$ cat src/rtl/conv3x3_engine.sv
// 3x3 convolution engine: signed 8-bit kernel, unsigned 8-bit pixels, 3-stage pipeline.
// Build option: define CONV_SATURATE_EN to clamp the shifted result to 0..255
// (otherwise the low 8 bits are kept, wrapping around).
module conv3x3_engine #(
  parameter int unsigned IMG_W = 64,
  parameter int unsigned IMG_H = 64
) (
  input  logic       clk,
  input  logic       rst_n,
  input  logic       start,
  input  logic       in_valid,
  input  logic [7:0] pixel1,
  input  logic [7:0] pixel2,
  input  logic [7:0] pixel3,
  input  logic [7:0] pixel4,
  input  logic [7:0] pixel5,
  input  logic [7:0] pixel6,
  input  logic [7:0] pixel7,
  input  logic [7:0] pixel8,
  input  logic [7:0] pixel9,
  input  logic       coef_wr,
  input  logic [3:0] coef_addr,
  input  logic [7:0] coef_data,
  output logic       out_valid,
  output logic [7:0] pixel_out,
  output logic       busy,
  output logic       done
);

  localparam int unsigned NumWin = IMG_W * IMG_H;
  localparam int unsigned CntW   = $clog2(NumWin + 1);

  typedef enum logic [1:0] {StIdle, StRun, StDrain, StDone} state_e;

  state_e                r_state, w_state_d;
  logic [CntW-1:0]       r_cnt;
  logic signed [7:0]     r_k [9];
  logic [3:0]            r_shift;
  logic [7:0]            w_pix [9];
  logic signed [16:0]    r_prod [9];
  logic signed [20:0]    w_sum, r_sum, w_shifted;
  logic [7:0]            w_fmt;
  logic                  r_v1, r_v2, r_out_valid;
  logic [7:0]            r_pixel_out;
  logic                  w_accept, w_last, w_coef_en, w_cnt_clr;

  assign w_pix[0] = pixel1;
  assign w_pix[1] = pixel2;
  assign w_pix[2] = pixel3;
  assign w_pix[3] = pixel4;
  assign w_pix[4] = pixel5;
  assign w_pix[5] = pixel6;
  assign w_pix[6] = pixel7;
  assign w_pix[7] = pixel8;
  assign w_pix[8] = pixel9;

  assign w_accept  = (r_state == StRun) && in_valid;
  assign w_last    = w_accept && (r_cnt == CntW'(NumWin - 1));
  // Kernel is frozen while a frame is in flight.
  assign w_coef_en = coef_wr && ((r_state == StIdle) || (r_state == StDone));
  assign w_cnt_clr = (w_state_d != r_state) && ((w_state_d == StIdle) || (w_state_d == StRun));

  assign busy      = (r_state == StRun) || (r_state == StDrain);
  assign done      = (r_state == StDone);
  assign out_valid = r_out_valid;
  assign pixel_out = r_pixel_out;

  // State register.
  always_ff @(posedge clk or negedge rst_n) begin
    if (!rst_n) r_state <= StIdle;
    else        r_state <= w_state_d;
  end

  // Next-state logic; drain ends once only the output stage can still hold data.
  always_comb begin
    w_state_d = r_state;
    case (r_state)
      StIdle:  if (start) w_state_d = StRun;
      StRun:   if (w_last) w_state_d = StDrain;
      StDrain: if (!r_v1 && !r_v2) w_state_d = StDone;
      StDone:  w_state_d = StIdle;
      default: w_state_d = StIdle;
    endcase
  end

  // Accepted-window counter, cleared on entry to IDLE or RUN.
  always_ff @(posedge clk or negedge rst_n) begin
    if (!rst_n)         r_cnt <= '0;
    else if (w_cnt_clr) r_cnt <= '0;
    else if (w_accept)  r_cnt <= r_cnt + 1'b1;
  end

  // Coefficient and shift registers; reset to the identity kernel.
  always_ff @(posedge clk or negedge rst_n) begin
    if (!rst_n) begin
      for (int i = 0; i < 9; i++) r_k[i] <= (i == 4) ? 8'sd1 : 8'sd0;
      r_shift <= '0;
    end else if (w_coef_en) begin
      for (int i = 0; i < 9; i++) begin
        if (coef_addr == 4'(i)) r_k[i] <= signed'(coef_data);
      end
      if (coef_addr == 4'd9) r_shift <= coef_data[3:0];
    end
  end

  // S1: nine signed products of zero-extended pixels and kernel taps.
  always_ff @(posedge clk or negedge rst_n) begin
    if (!rst_n) begin
      r_v1 <= 1'b0;
      for (int i = 0; i < 9; i++) r_prod[i] <= '0;
    end else begin
      r_v1 <= w_accept;
      if (w_accept) begin
        for (int i = 0; i < 9; i++) r_prod[i] <= $signed({1'b0, w_pix[i]}) * r_k[i];
      end
    end
  end

  // Lossless 21-bit sum of the sign-extended products.
  always_comb begin
    w_sum = '0;
    for (int i = 0; i < 9; i++) w_sum = w_sum + {{4{r_prod[i][16]}}, r_prod[i]};
  end

  // S2: register the sum.
  always_ff @(posedge clk or negedge rst_n) begin
    if (!rst_n) begin
      r_v2  <= 1'b0;
      r_sum <= '0;
    end else begin
      r_v2 <= r_v1;
      if (r_v1) r_sum <= w_sum;
    end
  end

  // Arithmetic shift and 8-bit output formatting.
  always_comb begin
    w_shifted = r_sum >>> r_shift;
`ifdef CONV_SATURATE_EN
    if (w_shifted < 21'sd0)        w_fmt = 8'd0;
    else if (w_shifted > 21'sd255) w_fmt = 8'd255;
    else                           w_fmt = w_shifted[7:0];
`else
    w_fmt = w_shifted[7:0];
`endif
  end

  // S3: output register; pixel_out is held at zero whenever out_valid is low.
  always_ff @(posedge clk or negedge rst_n) begin
    if (!rst_n) begin
      r_out_valid <= 1'b0;
      r_pixel_out <= '0;
    end else begin
      r_out_valid <= r_v2;
      r_pixel_out <= r_v2 ? w_fmt : 8'd0;
    end
  end

endmodule

$ cat config.mk
export PLATFORM = sky130hd
export DESIGN_NAME = conv3x3_engine
export DESIGN_NICKNAME = d
export VERILOG_FILES = /design/src/rtl/conv3x3_engine.sv
export SDC_FILE = /design/constraint.sdc
export NUM_CORES = 2
export LEC_CHECK = 0
export ABC_AREA = 1
export BUFFER_PORTS_ARGS = -buffer_cell sky130_fd_sc_hd__buf_2
export CORE_MARGIN = 2
export CORE_UTILIZATION = 60
export DETAILED_ROUTE_END_ITERATION = 8
export GPL_ROUTABILITY_DRIVEN = 0
export PLACE_DENSITY = 0.77
export SKIP_LAST_GASP = 1
export SYNTH_ARGS = -nofsm -noshare
export SYNTH_HDL_FRONTEND = slang
export SYNTH_SLANG_ARGS = --single-unit
$ cat constraint.sdc
create_clock -name clk -period 6.22 [get_ports clk]
set_input_delay 1.555 -clock clk [delete_from_list [all_inputs] [get_ports clk]]
set_output_delay 1.555 -clock clk [all_outputs]
set_load 0.02 [all_outputs]
==> results.cfg <==
[critical_path]
cp.required_ns = 6.68
cp_data_arrival_time_ns = 5.34
worst-path-max-fanout = 8
crit_family = adder cells
crit_path_frequent_cell = nand2_1
max_stage_delay_ns = 0.49
start_kind = primary input
crit_path_end_kind = register
cpMaxStageDelayCell = fa_1
path_buf_inv = 5
worstSetupPathType = in2reg
crit_chain = buf_2 -> or2_2 -> fa_1 -> inv_1 -> fa_1 -> fa_1 -> inv_1 -> fa_1 -> inv_1 -> ha_1 -> inv_1 -> nor3_1 -> nand2_1 -> nand3_1 -> nand2_1 -> nand2_1 -> nand2_1 -> nand3_1 -> nand2_1

[final_layout]
final_cell_area_sq_um = 38200
layout.nets = 5596
syn_to_final_growth_pct = 5.71
drive_above_1_share_pct = 5.62

[route]
met3_length_um = 5030
dr.pass1.iters = 5
routed_wl_um = 85800
remaining_drc_errors = 0
topRoutingLayerUsed = met5
ant_nets = 0
wl_per_cell_um = 15.8
dr_total_vias = 28882
avgViaCountPerCell = 5.31
drt_iter0_markers = 2059
wl_met2_um = 41700
drt-met1-wl_um = 35600

[clocking]
cts_resized = 0
clk_pin_slew_ns = 0.06
clk_latency_ns = 0.58
cts-buffers-inserted = 36
cts_tree = done
cts_hold_buffers = 0
cts_sinks = 276
root_buffer = clkbuf_16
htree_levels = 2
cts_buffer_depth = 3
post_cts_buffers = 0

[floorplan]
start_util_pct = 60.9
dieHeight_um = 249
die-area_sq_um = 62200
rows = 89
ioPinCount = 100
die_w_um = 249
core-area_sq_um = 59200

[placement]
place.port_buffers = 99
dpl-instance-area_sq_um = 36900
dp_slack_ns = 0.785
hpwl_um = 68400

[sta]
worst_slew_pin_slew_ns = 1.14
worst_slack_ns = 1.34
slew_headroom_pct = 24.1
max_freq_mhz = 205
slew_viol_final = 0
finalCriticalPeriod_ns = 4.88
fin_setup_tns_ns = 0
finalHoldViolCount = 0
post-route-period-util_pct = 78.5
rsz0062_at_grt = false
setup_viol = 0
skew_ns = 0.0352

[synthesis]
ys_top_cells_by_area = fa_1 (25%), dfrtp_1 (19%), ha_1 (14%)
yosysSeqAreaShare_pct = 19.1
yosys_most_used_dff = dfrtp_1
synth.top_cell.area_share_pct = 25.2
synth-edff-count = 0
syn_area_per_cell_sq_um = 7.70
synthArstFlopShare_pct = 100
yosysTopAreaCell = fa_1
ys_types = 41
syn-num-nets = 5648
postSynthCellCount = 4691
yosysWarningCount = 0
syn_area_sq_um = 36100
ys_ff_latch = 276

[global_route]
grt_first_pass_wirelength_um = 144000
grt_max_degree = 105
first_global_vias = 28900
grt-ovfl-total = 0
grt_use_total_pct = 28.8
grt_antenna_before_repair = 7

[status]
outcome = finished, final reports clean

[hold_path]
min_path_type = reg2reg

[run]
max-cap-violations = 0
layout by cell type (no fill, tap or decap), types with 13 or more instances in the layout:
| master | Yosys | final |
|---|---|---|
| xor2_1 | 15 | 15 |
| ha_1 | 413 | 413 |
| nand3_1 | 181 | 181 |
| nand2_1 | 1235 | 1235 |
| o21ai_0 | 225 | 225 |
| clkbuf_16 | 0 | 37 |
| buf_2 | 28 | 98 |
| dfrtp_1 | 275 | 275 |
| o21ai_1 | 16 | 16 |
| xnor2_1 | 26 | 26 |
| inv_1 | 1162 | 1162 |
| or2_2 | 64 | 64 |
| nor3_1 | 13 | 13 |
| a21oi_1 | 107 | 107 |
| nor2_1 | 158 | 158 |
| a31oi_1 | 22 | 22 |
| fa_1 | 455 | 455 |
| nand4_1 | 30 | 30 |
layout make-up:
type | count | area [sq um]
multi-input combinational | 3052 | 24000
clock buffer | 43 | 988
timing repair buffer | 104 | 568
inverter | 1169 | 4390
clock inverter | 22 | 309
tap | 773 | 967
fill | 5040 | 21100
sequential | 276 | 6910
antenna | 4 | 10.0
worst paths after layout:
kind	endpoint	start	depth (start not counted)	slack (ns)
min in group asynchronous	r_k[54]	rst_n	1	0.96
setup reg to reg	r_sum[16]	r_prod[104]	16	1.83
hold / removal	r_prod[26]	r_prod[26]	2	0.49
setup / recovery	r_prod[149]	pixel1[0]	19	1.34
max in group asynchronous	r_prod[109]	rst_n	2	3.95
hold reg to reg	r_prod[26]	r_prod[26]	2	0.49
worst register-to-register path: stages, from the launching register on:
cell and delay, ns:
dfrtp_1 0.42, fa_1 0.61, fa_1 0.46, fa_1 0.54, inv_1 0.05, fa_1 0.47, inv_1 0.04, ha_1 0.25
fa_1 0.52, nand2_1 0.12, nand3_1 0.07, o21ai_1 0.18, o21ai_1 0.15, nand2_1 0.11, nand3_1 0.07, nand3_1 0.10
o21ai_1 0.08
cell usage after synthesis (4+ instances only):
| master | n |
|---|---|
| nand2_1 | 1235 |
| inv_1 | 1162 |
| fa_1 | 455 |
| ha_1 | 413 |
| dfrtp_1 | 275 |
| o21ai_0 | 225 |
| nand3_1 | 181 |
| clkbuf_1 | 163 |
| nor2_1 | 158 |
| a21oi_1 | 107 |
| or2_2 | 64 |
| nand4_1 | 30 |
| buf_2 | 28 |
| xnor2_1 | 26 |
| a31oi_1 | 22 |
| o21ai_1 | 16 |
| xor2_1 | 15 |
| nor3_1 | 13 |
| a21o_1 | 11 |
| a21oi_2 | 11 |
| o21bai_1 | 11 |
| nand3b_1 | 10 |
| o21a_1 | 10 |
| o22ai_1 | 8 |
| a21boi_0 | 6 |
| o211ai_1 | 5 |
| a211oi_1 | 4 |
| inv_2 | 4 |
| nand2_2 | 4 |
logic make-up after synthesis:
kind of cell / count (synthesis) / synth area share, %
muxes: 1 / 0.0277
adders and majority gates: 868 / 39.5
xor gates and xnor gates: 41 / 0.995
and+or+nand+nor: 1705 / 19.4
buffers and inverters: 1363 / 14.3
DFF: 276 / 19.1
AOI/OAI and AO/OA: 437 / 6.61
metal layers:
metal / global-route usage [%] / up-vias
met1: 37.8 / 13955
met5: 0 / -
met3: 3.42 / 168
li1: - / 13880
met2: 48.9 / 877
met4: 11.0 / 2
metrics by stage:
| stage | hold slack, ns | std cells | utilization, % |
|---|---|---|---|
| CTS | 0.487 | 5439 | 64.4 |
| global route | 0.500 | 5440 | 64.4 |
| global placement | 0.464 | 5374 | 62.2 |
| finish | 0.489 | 5443 | 64.4 |
| floorplan | 0.369 | 4691 | - |
| detailed placement | 0.471 | 5374 | 62.2 |
flip-flops by register name, indices dropped and copies added, names as in the netlist, 2 cells and up:
name       cells
r_prod       153
r_k           72
r_sum         21
r_cnt         13
pixel_out      8
r_shift        4
r_state        2
Power is not shown: default switching activity piles up to over one toggle a cycle in this logic, so the estimate is an artifact.
